### config.mk
export PLATFORM = sky130hd
export DESIGN_NAME = alu_mul_seq
export DESIGN_NICKNAME = d
export VERILOG_FILES = /design/src/rtl/alu_mul_seq.sv
export SDC_FILE = /design/constraint.sdc
export NUM_CORES = 1
export LEC_CHECK = 0
export ABC_AREA = 1
export CAP_MARGIN = 10
export CORE_ASPECT_RATIO = 1.75
export CORE_MARGIN = 10
export CORE_UTILIZATION = 50
export CTS_BUF_LIST = sky130_fd_sc_hd__clkbuf_4 sky130_fd_sc_hd__clkbuf_8
export CTS_CLUSTER_DIAMETER = 50
export DETAILED_ROUTE_END_ITERATION = 8
export DONT_BUFFER_PORTS = 1
export SLEW_MARGIN = 20
export SYNTH_ARGS = -nofsm -noshare
export SYNTH_HDL_FRONTEND = slang
export SYNTH_SLANG_ARGS = --single-unit
export TNS_END_PERCENT = 100
### constraint.sdc
create_clock -name clk -period 1.5 [get_ports clk]
set_input_delay 0.15 -clock clk [delete_from_list [all_inputs] [get_ports clk]]
set_output_delay 0.15 -clock clk [all_outputs]
set_load 0.01 [all_outputs]
### src/rtl/alu_mul_seq.sv
// Shift-and-add unsigned multiplier sequencer. Retires one multiplier bit per clock
// and routes every addition through an external shared N-bit ALU.
module alu_mul_seq #(
    parameter int          N        = 4,
    parameter logic [1:0]  ADD_CTRL = 2'b10
) (
    input  logic             clk,
    input  logic             reset,
    input  logic             start,
    input  logic [N-1:0]     a,
    input  logic [N-1:0]     b,
    output logic             busy,
    output logic             done,
    output logic [2*N-1:0]   product,
    output logic [N-1:0]     alu_a,
    output logic [N-1:0]     alu_b,
    output logic [1:0]       alu_ctrl,
    input  logic [N-1:0]     alu_result,
    input  logic             alu_cout
);

    localparam int            CW       = (N > 2) ? $clog2(N) : 1;
    localparam logic [CW-1:0] CNT_LAST = CW'(N - 1);
    localparam logic [CW-1:0] CNT_ONE  = CW'(1);

    typedef enum logic [1:0] {
        ST_IDLE = 2'b00,
        ST_RUN  = 2'b01,
        ST_DONE = 2'b10
    } state_t;

    state_t            state_r,    state_next_s;
    logic [N-1:0]      m_r,        m_next_s;
    logic [N-1:0]      p_r,        p_next_s;
    logic [N-1:0]      q_r,        q_next_s;
    logic [CW-1:0]     cnt_r,      cnt_next_s;
    logic [2*N-1:0]    product_r,  product_next_s;
    logic              busy_r;
    logic              done_r;
    logic [N:0]        sum_s;
    logic [2*N-1:0]    shifted_s;

    // Partial-sum select: add the multiplicand only when the current multiplier bit is set.
    always_comb begin
        if (q_r[0]) begin
            sum_s = {alu_cout, alu_result};
        end else begin
            sum_s = {1'b0, p_r};
        end
        shifted_s = {sum_s, q_r[N-1:1]};
    end

    // Next-state and datapath update; start is only honoured in IDLE and DONE.
    always_comb begin
        state_next_s   = state_r;
        m_next_s       = m_r;
        p_next_s       = p_r;
        q_next_s       = q_r;
        cnt_next_s     = cnt_r;
        product_next_s = product_r;
        case (state_r)
            ST_IDLE, ST_DONE: begin
                if (start) begin
                    m_next_s     = a;
                    q_next_s     = b;
                    p_next_s     = {N{1'b0}};
                    cnt_next_s   = {CW{1'b0}};
                    state_next_s = ST_RUN;
                end else begin
                    state_next_s = ST_IDLE;
                end
            end
            ST_RUN: begin
                {p_next_s, q_next_s} = shifted_s;
                cnt_next_s           = cnt_r + CNT_ONE;
                if (cnt_r == CNT_LAST) begin
                    product_next_s = shifted_s;
                    state_next_s   = ST_DONE;
                end else begin
                    state_next_s   = ST_RUN;
                end
            end
            default: begin
                state_next_s = ST_IDLE;
            end
        endcase
    end

    // State, datapath and registered status outputs.
    always_ff @(posedge clk or posedge reset) begin
        if (reset) begin
            state_r   <= ST_IDLE;
            m_r       <= {N{1'b0}};
            p_r       <= {N{1'b0}};
            q_r       <= {N{1'b0}};
            cnt_r     <= {CW{1'b0}};
            product_r <= {(2*N){1'b0}};
            busy_r    <= 1'b0;
            done_r    <= 1'b0;
        end else begin
            state_r   <= state_next_s;
            m_r       <= m_next_s;
            p_r       <= p_next_s;
            q_r       <= q_next_s;
            cnt_r     <= cnt_next_s;
            product_r <= product_next_s;
            busy_r    <= (state_next_s == ST_RUN);
            done_r    <= (state_next_s == ST_DONE);
        end
    end

    assign busy     = busy_r;
    assign done     = done_r;
    assign product  = product_r;
    assign alu_a    = p_r;
    assign alu_b    = m_r;
    assign alu_ctrl = ADD_CTRL;

endmodule

==> results of run 1 <==
-- Yosys cell counts, drive strengths merged --
| cell type | n |
|---|---|
| a21oi | 1 |
| buf | 3 |
| clkbuf | 1 |
| conb | 2 |
| dfrtp | 26 |
| ha | 1 |
| inv | 14 |
| nand2 | 65 |
| nand3 | 10 |
| nor2 | 5 |
| o21ai | 8 |
-- worst reg2reg max path, stage by stage, from the launching register on --
cell,delay (ps)
dfrtp_1,460
inv_2,100
nor2_4,230
nand2_4,170
nand2_1,110
o21ai_2,50
-- metrics by stage --
step | instance area, sq um | std cells | hold slack (ps)
floorplan | 1160 | 136 | 190
global placement | 1170 | 158 | 111
detailed placement | 1170 | 158 | 115
CTS | 1270 | 167 | 26.8
global route | 1270 | 167 | 20.0
finish | 1270 | 167 | 26.6
-- area by class of cell --
cell class	instances	area (sq um)	area share [%]
multi-input cells	92	428	33.6
clock buffers	4	55.1	4.32
repair buffers	6	57.6	4.51
well taps	25	31.3	2.45
inverters	14	52.6	4.12
flip-flops and latches	26	651	51.0
-- state kept, by name (all words and copies together), names as in the netlist --
name     count
product      8
alu_a        4
alu_b        4
q_r          4
cnt_r        2
state_r      2
busy         1
done         1
-- final timing paths --
path                              endpoint  slack, ps       start  depth (start not counted)
worst max-delay path            product[1]        280  state_r[0]                          5
worst min-delay path            product[7]         30    alu_cout                          2
worst max register to register  product[1]        280  state_r[0]                          5
worst min register to register    cnt_r[0]        480    cnt_r[0]                          1
max in group asynchronous         alu_b[1]        890       reset                          3
min in group asynchronous       product[3]        370       reset                          3
-- power breakdown --
group	internal (mW)	switching, mW
logic	0.336	0.629
clock network	0.235	0.212
registers	1.03	0.369
-- cells by family after synthesis --
kind of cell	Yosys count	synth area share, %
fa+ha+maj	1	1.08
simple gates	80	30.0
buf+inv	18	7.11
compound gates	9	5.17
flops	26	56.0
other cells	2	0.647
-- metal layers --
metal  wire length, microns  share of wire (%)  vias to the layer above  track usage (%)
li1                       -                  -                      418                -
met2                   1320                 53                       26             18.5
met5                      0                  0                        -                0
met4                     37                1.5                        0             3.96
met3                    237                9.5                        5             4.57
met1                    902                 36                      387             10.4
==> metrics.md, run 1 <==
| Metric | Value |
|---|---|
| Routed Antenna Nets | `0` |
| Starting density of the core | `51.7%` |
| Clock transition at path regs | `90 ps` |
| Critical Path AT | `1390 ps` |
| # diodes | `0` |
| CTS sink cnt | `26` |
| Worst min-delay path category | `input port to flop` |
| First-pass GRT wire length | `4110 microns` |
| I/O pin count | `36` |
| Largest net degree at the start of global routing | `27` |
| CP startpoint kind | `flop` |
| Synth warn | `0` |
| Die span in y | `83.7 microns` |
| P per Cell Area | `2200 nW/um^2` |
| Nets | `160` |
| CTS tree | `built` |
| DRC | `0` |
| Clk buf depth | `2` |
| Post-route minimum period | `1220 ps` |
| Root buf cell | `clkbuf_8` |
| Post-Syn Area | `1160 sq um` |
| Later-pin clock latency in the skew report | `270 ps` |
| Setup CP Type | `flop to flop` |
| DR vias | `836` |
| Hold_buf cts | `5` |
| Peak supply drop | `1060 uV` |
| Most frequent cells in the layout | `nand2_1, dfrtp_1, inv_1` |
| Crit path cell chain | `inv_2 > nor2_4 > nand2_4 > nand2_1 > o21ai_2` |
| Vias in the first global route | `877` |
| Final WS setup | `278 ps` |
| DR iter-0 viols | `25` |
| Library cells used by synthesis | `18` |
| Die area | `4730 sq um` |
| Setup WS pre-CTS | `282 ps` |
| Post-synthesis area per instance | `8.54 sq um` |
| Htree depth | `1` |
| Initial antenna violation count | `0` |
| FILL cells | `210` |
| Via density | `5.01` |
| Mapped Cells | `136` |
| GPL Wtd Cong | `0.773` |
| Leak Pwr | `0.697 nW` |
| Crit-path leading delay family | `simple AND/OR/NAND/NOR gates` |
| Final Util | `56.8%` |
| CTS resizes | `0` |
| Buffers on Ports | `0` |
| Pins Over Slew Limit | `0` |
| Status | `finished, final reports clean` |
| Crit path capture type | `flop` |
| Max Fclk | `818 MHz` |
| Postcts setup bufs | `0` |
| Worst-path maximum fanout | `12` |
| # rows | `23` |
| Final Power | `2.81 mW` |
| GRT Util Overall | `10.6%` |
| Die Width | `56.4 microns` |
| Seq/Total Area, Yosys | `56.0%` |
| Core area | `2240 sq um` |
| Register bit total from synthesis | `26` |
| Pre-antenna DRT Iters | `4` |
| Synth area leaders | `dfrtp_1, nand2_1, nand3_1` |
| Max cap viols | `0` |
| Fin Setup TNS | `0 ps` |
| Final hold violations | `0` |
| Clock Skews | `4.84 ps` |
| Crit-path slowest cell | `dfrtp_1` |
| Wire per inst | `14.9 microns` |
| Grt total ovfl | `0` |
| RSZ-0062 raised after global routing | `false` |
| Syn nets | `153` |
| Yosys top cell area share | `56.0%` |
| Share of cells above drive strength 1 | `13.4%` |
| Buf/Inv on CP | `1` |
| Most common cell after layout, fill and taps aside | `nand2_1` |
| CTS Buf Count | `3` |
| Layout area overhead | `9.81%` |
| Final WL | `2500 microns` |
| Slowest stage delay, CP | `460 ps` |
| Setup violations, final | `0` |
| Fin crit share | `81.5%` |
| DP Wirelength | `1930 microns` |
| Synth area leader | `dfrtp_1` |
| Crit path required time | `1660 ps` |
Power figures use the tool's default switching activity.
==> run 2: changes to the inputs <==
--- a/config.mk
+++ b/config.mk
@@ -5,7 +5,7 @@
 export SDC_FILE = /design/constraint.sdc
 export NUM_CORES = 1
 export LEC_CHECK = 0
-export ABC_AREA = 1
+export ABC_AREA = 0
 export CAP_MARGIN = 10
 export CORE_ASPECT_RATIO = 1.75
 export CORE_MARGIN = 10
==> constraint.sdc (replaced) <==
create_clock -name clk -period 1.2 [get_ports clk]
set_input_delay 0.12 -clock clk [delete_from_list [all_inputs] [get_ports clk]]
set_output_delay 0.12 -clock clk [all_outputs]
set_load 0.01 [all_outputs]
==> run 2 against run 1 <==
Against the previous run:
- clock power shrank 2%
- hold slack got worse by 20 ps
- global-route usage decreased by 0.057 points
- clock skew about the same
- highest routed layer unchanged
==> metrics.md, run 2 <==
| Metric | Value |
|---|---|
| # diodes | `0 (unchanged)` |
| Dominant synthesized flop cell | `dfrtp_1` |
| Root buf cell | `clkbuf_4` |
| Crit path capture type | `flop` |
| GRT Util Overall | `10.5% (-0.057 points)` |
| Worst-path maximum fanout | `5 (-7)` |
| Final WS setup | `51.0 ps (-227 ps)` |
| Initial antenna violation count | `0 (unchanged)` |
| Hold Path End | `q_r[3]` |
| Setup violations, final | `0 (unchanged)` |
| Worst r2r path cells | `3 (-2)` |
| Htree depth | `1 (unchanged)` |
| Final WL | `2380 microns (-4.8%)` |
| Mapped Cells | `99 (-27%)` |
| DR vias | `726 (-13%)` |
| Most frequent cells in the layout | `dfrtp_1, nand2_1, dlygate4sd3_1` |
| Syn nets | `116 (-24%)` |
| Fin crit share | `95.8% (+14 points)` |
| CP startpoint kind | `flop` |
| Worst R2R Setup Slack | `50 ps (-230 ps)` |
| Critical Path AT | `1370 ps (-20 ps)` |
| Pre-antenna DRT Iters | `4 (unchanged)` |
| Crit path required time | `1420 ps (-240 ps)` |
| Setup CP Type | `flop to flop` |
| Largest register FFs | `8 (unchanged)` |
| Clock transition at path regs | `140 ps (+50 ps)` |
| DP Wirelength | `1800 microns (-6.8%)` |
| Post-route minimum period | `1150 ps (-73.3 ps)` |
| Via density | `5.26 (+5.1%)` |
| Die span in y | `83.0 microns (-0.86%)` |
| Die area | `4650 sq um (-1.6%)` |
| Max cap viols | `0 (unchanged)` |
| Worst min-delay path category | `input port to flop` |
| Status | `finished, final reports clean` |
| Leak Pwr | `0.655 nW (-6.0%)` |
| Layout area overhead | `16.9%` |
| Seq/Total Area, Yosys | `57.3% (+1.3 points)` |
| CTS Buf Count | `3 (unchanged)` |
| Most common cell after layout, fill and taps aside | `dfrtp_1` |
| Finished Layout Cells | `138 (-17%)` |
| Pins Over Slew Limit | `0 (unchanged)` |
| Library cells used by synthesis | `22 (+4)` |
| Post-synthesis area per instance | `11.5 sq um (+34%)` |
| Final Power | `3.49 mW (+24%)` |
| DP Cell Count | `125 (-21%)` |
| R2R Path End | `product[2]` |
| Worst min-delay path startpoint | `b[3]` |
| Buf/Inv on CP | `0 (-1)` |
| First-pass GRT wire length | `4150 microns (+0.83%)` |
| Yosys top cell area share | `57.3% (+1.3 points)` |
| Wire per inst | `17.2 microns (+15%)` |
| Beginning of the critical path | `cnt_r[0]` |
| # rows | `22 (-4.3%)` |
| Fin Setup TNS | `0 ps (unchanged)` |
| Post-Syn Area | `1130 sq um (-2.3%)` |
| DRC | `0 (unchanged)` |
| Clock Skews | `4.68 ps (-0.165 ps)` |
| DR iter-0 viols | `23 (-8.0%)` |
| CTS tree | `built` |
| Setup WS pre-CTS | `18.2 ps (-264 ps)` |
| Slowest stage delay, CP | `410 ps (-50 ps)` |
| Later-pin clock latency in the skew report | `320 ps (+50 ps)` |
| FILL cells | `197 (-6.2%)` |
| Asr flop ratio synth | `100% (unchanged)` |
| Final hold violations | `0 (unchanged)` |
| Routed Antenna Nets | `0 (unchanged)` |
| I/O pin count | `36 (unchanged)` |
| Cell with the most instances after synthesis | `dfrtp_1` |
| Hold WS | `6.81 ps (-19.7 ps)` |
| Vias in the first global route | `855 (-2.5%)` |
| Crit-path slowest cell | `dfrtp_1` |
| Grt total ovfl | `0 (unchanged)` |
| Max Fclk | `870 MHz (+6.4%)` |
| Buffers on Ports | `0 (unchanged)` |
| Commonest cells in the synthesized netlist | `dfrtp_1, nand2_1, mux2i_1` |
| Post-synth EDFFs | `0 (unchanged)` |
| R2R Path Start | `cnt_r[0]` |
| Nets | `132 (-18%)` |
| Clk buf depth | `2 (unchanged)` |
| RSZ-0062 raised after global routing | `false` |
| Share of cells above drive strength 1 | `21.9% (+8.5 points)` |
| GPL Wtd Cong | `0.727 (-6.0%)` |
| Core area | `2150 sq um (-4.3%)` |
| P per Cell Area | `2630 nW/um^2 (+20%)` |
| Synth area leaders | `dfrtp_1, nand2_1, mux2i_1` |
| Starting density of the core | `52.9% (+1.1 points)` |
| Die Width | `56.0 microns (-0.73%)` |
| Crit path cell chain | `ha_2 > nand3b_4 > mux2_1` |
| Peak supply drop | `1310 uV (+24%)` |
| Crit-path leading delay family | `flip-flops` |
| Synth warn | `0 (unchanged)` |
| CTS sink cnt | `26 (unchanged)` |
| Register bit total from synthesis | `26 (unchanged)` |
| Worst Hold Depth | `2 (unchanged)` |
| Largest net degree at the start of global routing | `17 (-37%)` |
| Synth area leader | `dfrtp_1` |
[run 2: cell count changes after synthesis, sizes merged, moves of 3 or more]
| cell | previous run | this run |
|---|---|---|
| o2bb2ai | 0 | 4 |
| nand3 | 10 | 1 |
| mux2 | 0 | 3 |
| buf | 3 | 8 |
| mux2i | 0 | 6 |
| a31oi | 0 | 3 |
| nand2 | 65 | 24 |
| inv | 14 | 3 |
[run 2: cell type report]
type / count / area (sq um) / share of cell area [%]
timing repair buffer: 19 / 190 / 14.3
multi-input combinational: 62 / 408 / 30.8
tap: 24 / 30.0 / 2.26
clock buffer: 4 / 36.3 / 2.74
sequential: 26 / 651 / 49.1
inverter: 3 / 11.3 / 0.849
[run 2: report_power, final]
group          leakage [nW]  internal, mW  switching, mW
Clock                0.0210         0.185          0.253
Combinational         0.316         0.660          0.642
Sequential            0.318          1.29          0.461
[run 2: kinds of logic after synthesis]
| family | after synthesis | share of synthesized area (%) |
|---|---|---|
| AND/OR/NAND/NOR | 34 | 14.0 |
| flip-flops | 26 | 57.3 |
| AO/OA/AOI/OAI | 16 | 10.7 |
| buffers and inverters | 11 | 7.94 |
| multiplexers | 9 | 8.27 |
| other | 2 | 0.662 |
| adder cells (fa/ha/maj) | 1 | 1.10 |
[run 2: worst max-delay path by stage]
| stage | end | slack (ps) | cells past startpoint |
|---|---|---|---|
| final | product[2] | 50 | 3 |
| after detailed placement | product[2] | 20 | 3 |
| after global routing | product[0] | 10 | 3 |
| after floorplan | product[0] | 10 | 3 |
| after CTS | q_r[2] | 20 | 3 |
| after global placement | product[1] | 50 | 3 |
[run 2: per-layer routing]
layer	GRT usage (%)	wire length, microns	vias up
li1	-	-	352
met1	10.4	888	343
met2	18.3	1200	27
met3	4.88	265	4
met4	3.94	23	0
met5	0	0	-
[run 2: metrics by stage]
| step | util (%) | area (sq um) |
|---|---|---|
| floorplan | - | 1140 |
| finish | 61.8 | 1330 |
| detailed placement | 55.7 | 1190 |
| global route | 61.8 | 1330 |
| CTS | 61.7 | 1320 |
| global placement | 55.7 | 1190 |
[run 2: timing repair]
action                                 CTS  global route
gates resized for setup                  1             1
hold buffers                             9             0
setup buffers                            0             0
endpoints found under the hold margin   19             0
setup endpoints to repair                1             6
[run 2: worst reg2reg max path, delay by kind of cell, from the launching register on]
family                     cells  cell delay (ps)
and+or+nand+nor                1              110
muxes                          1              330
DFF                            1              410
adders and majority gates      1              210
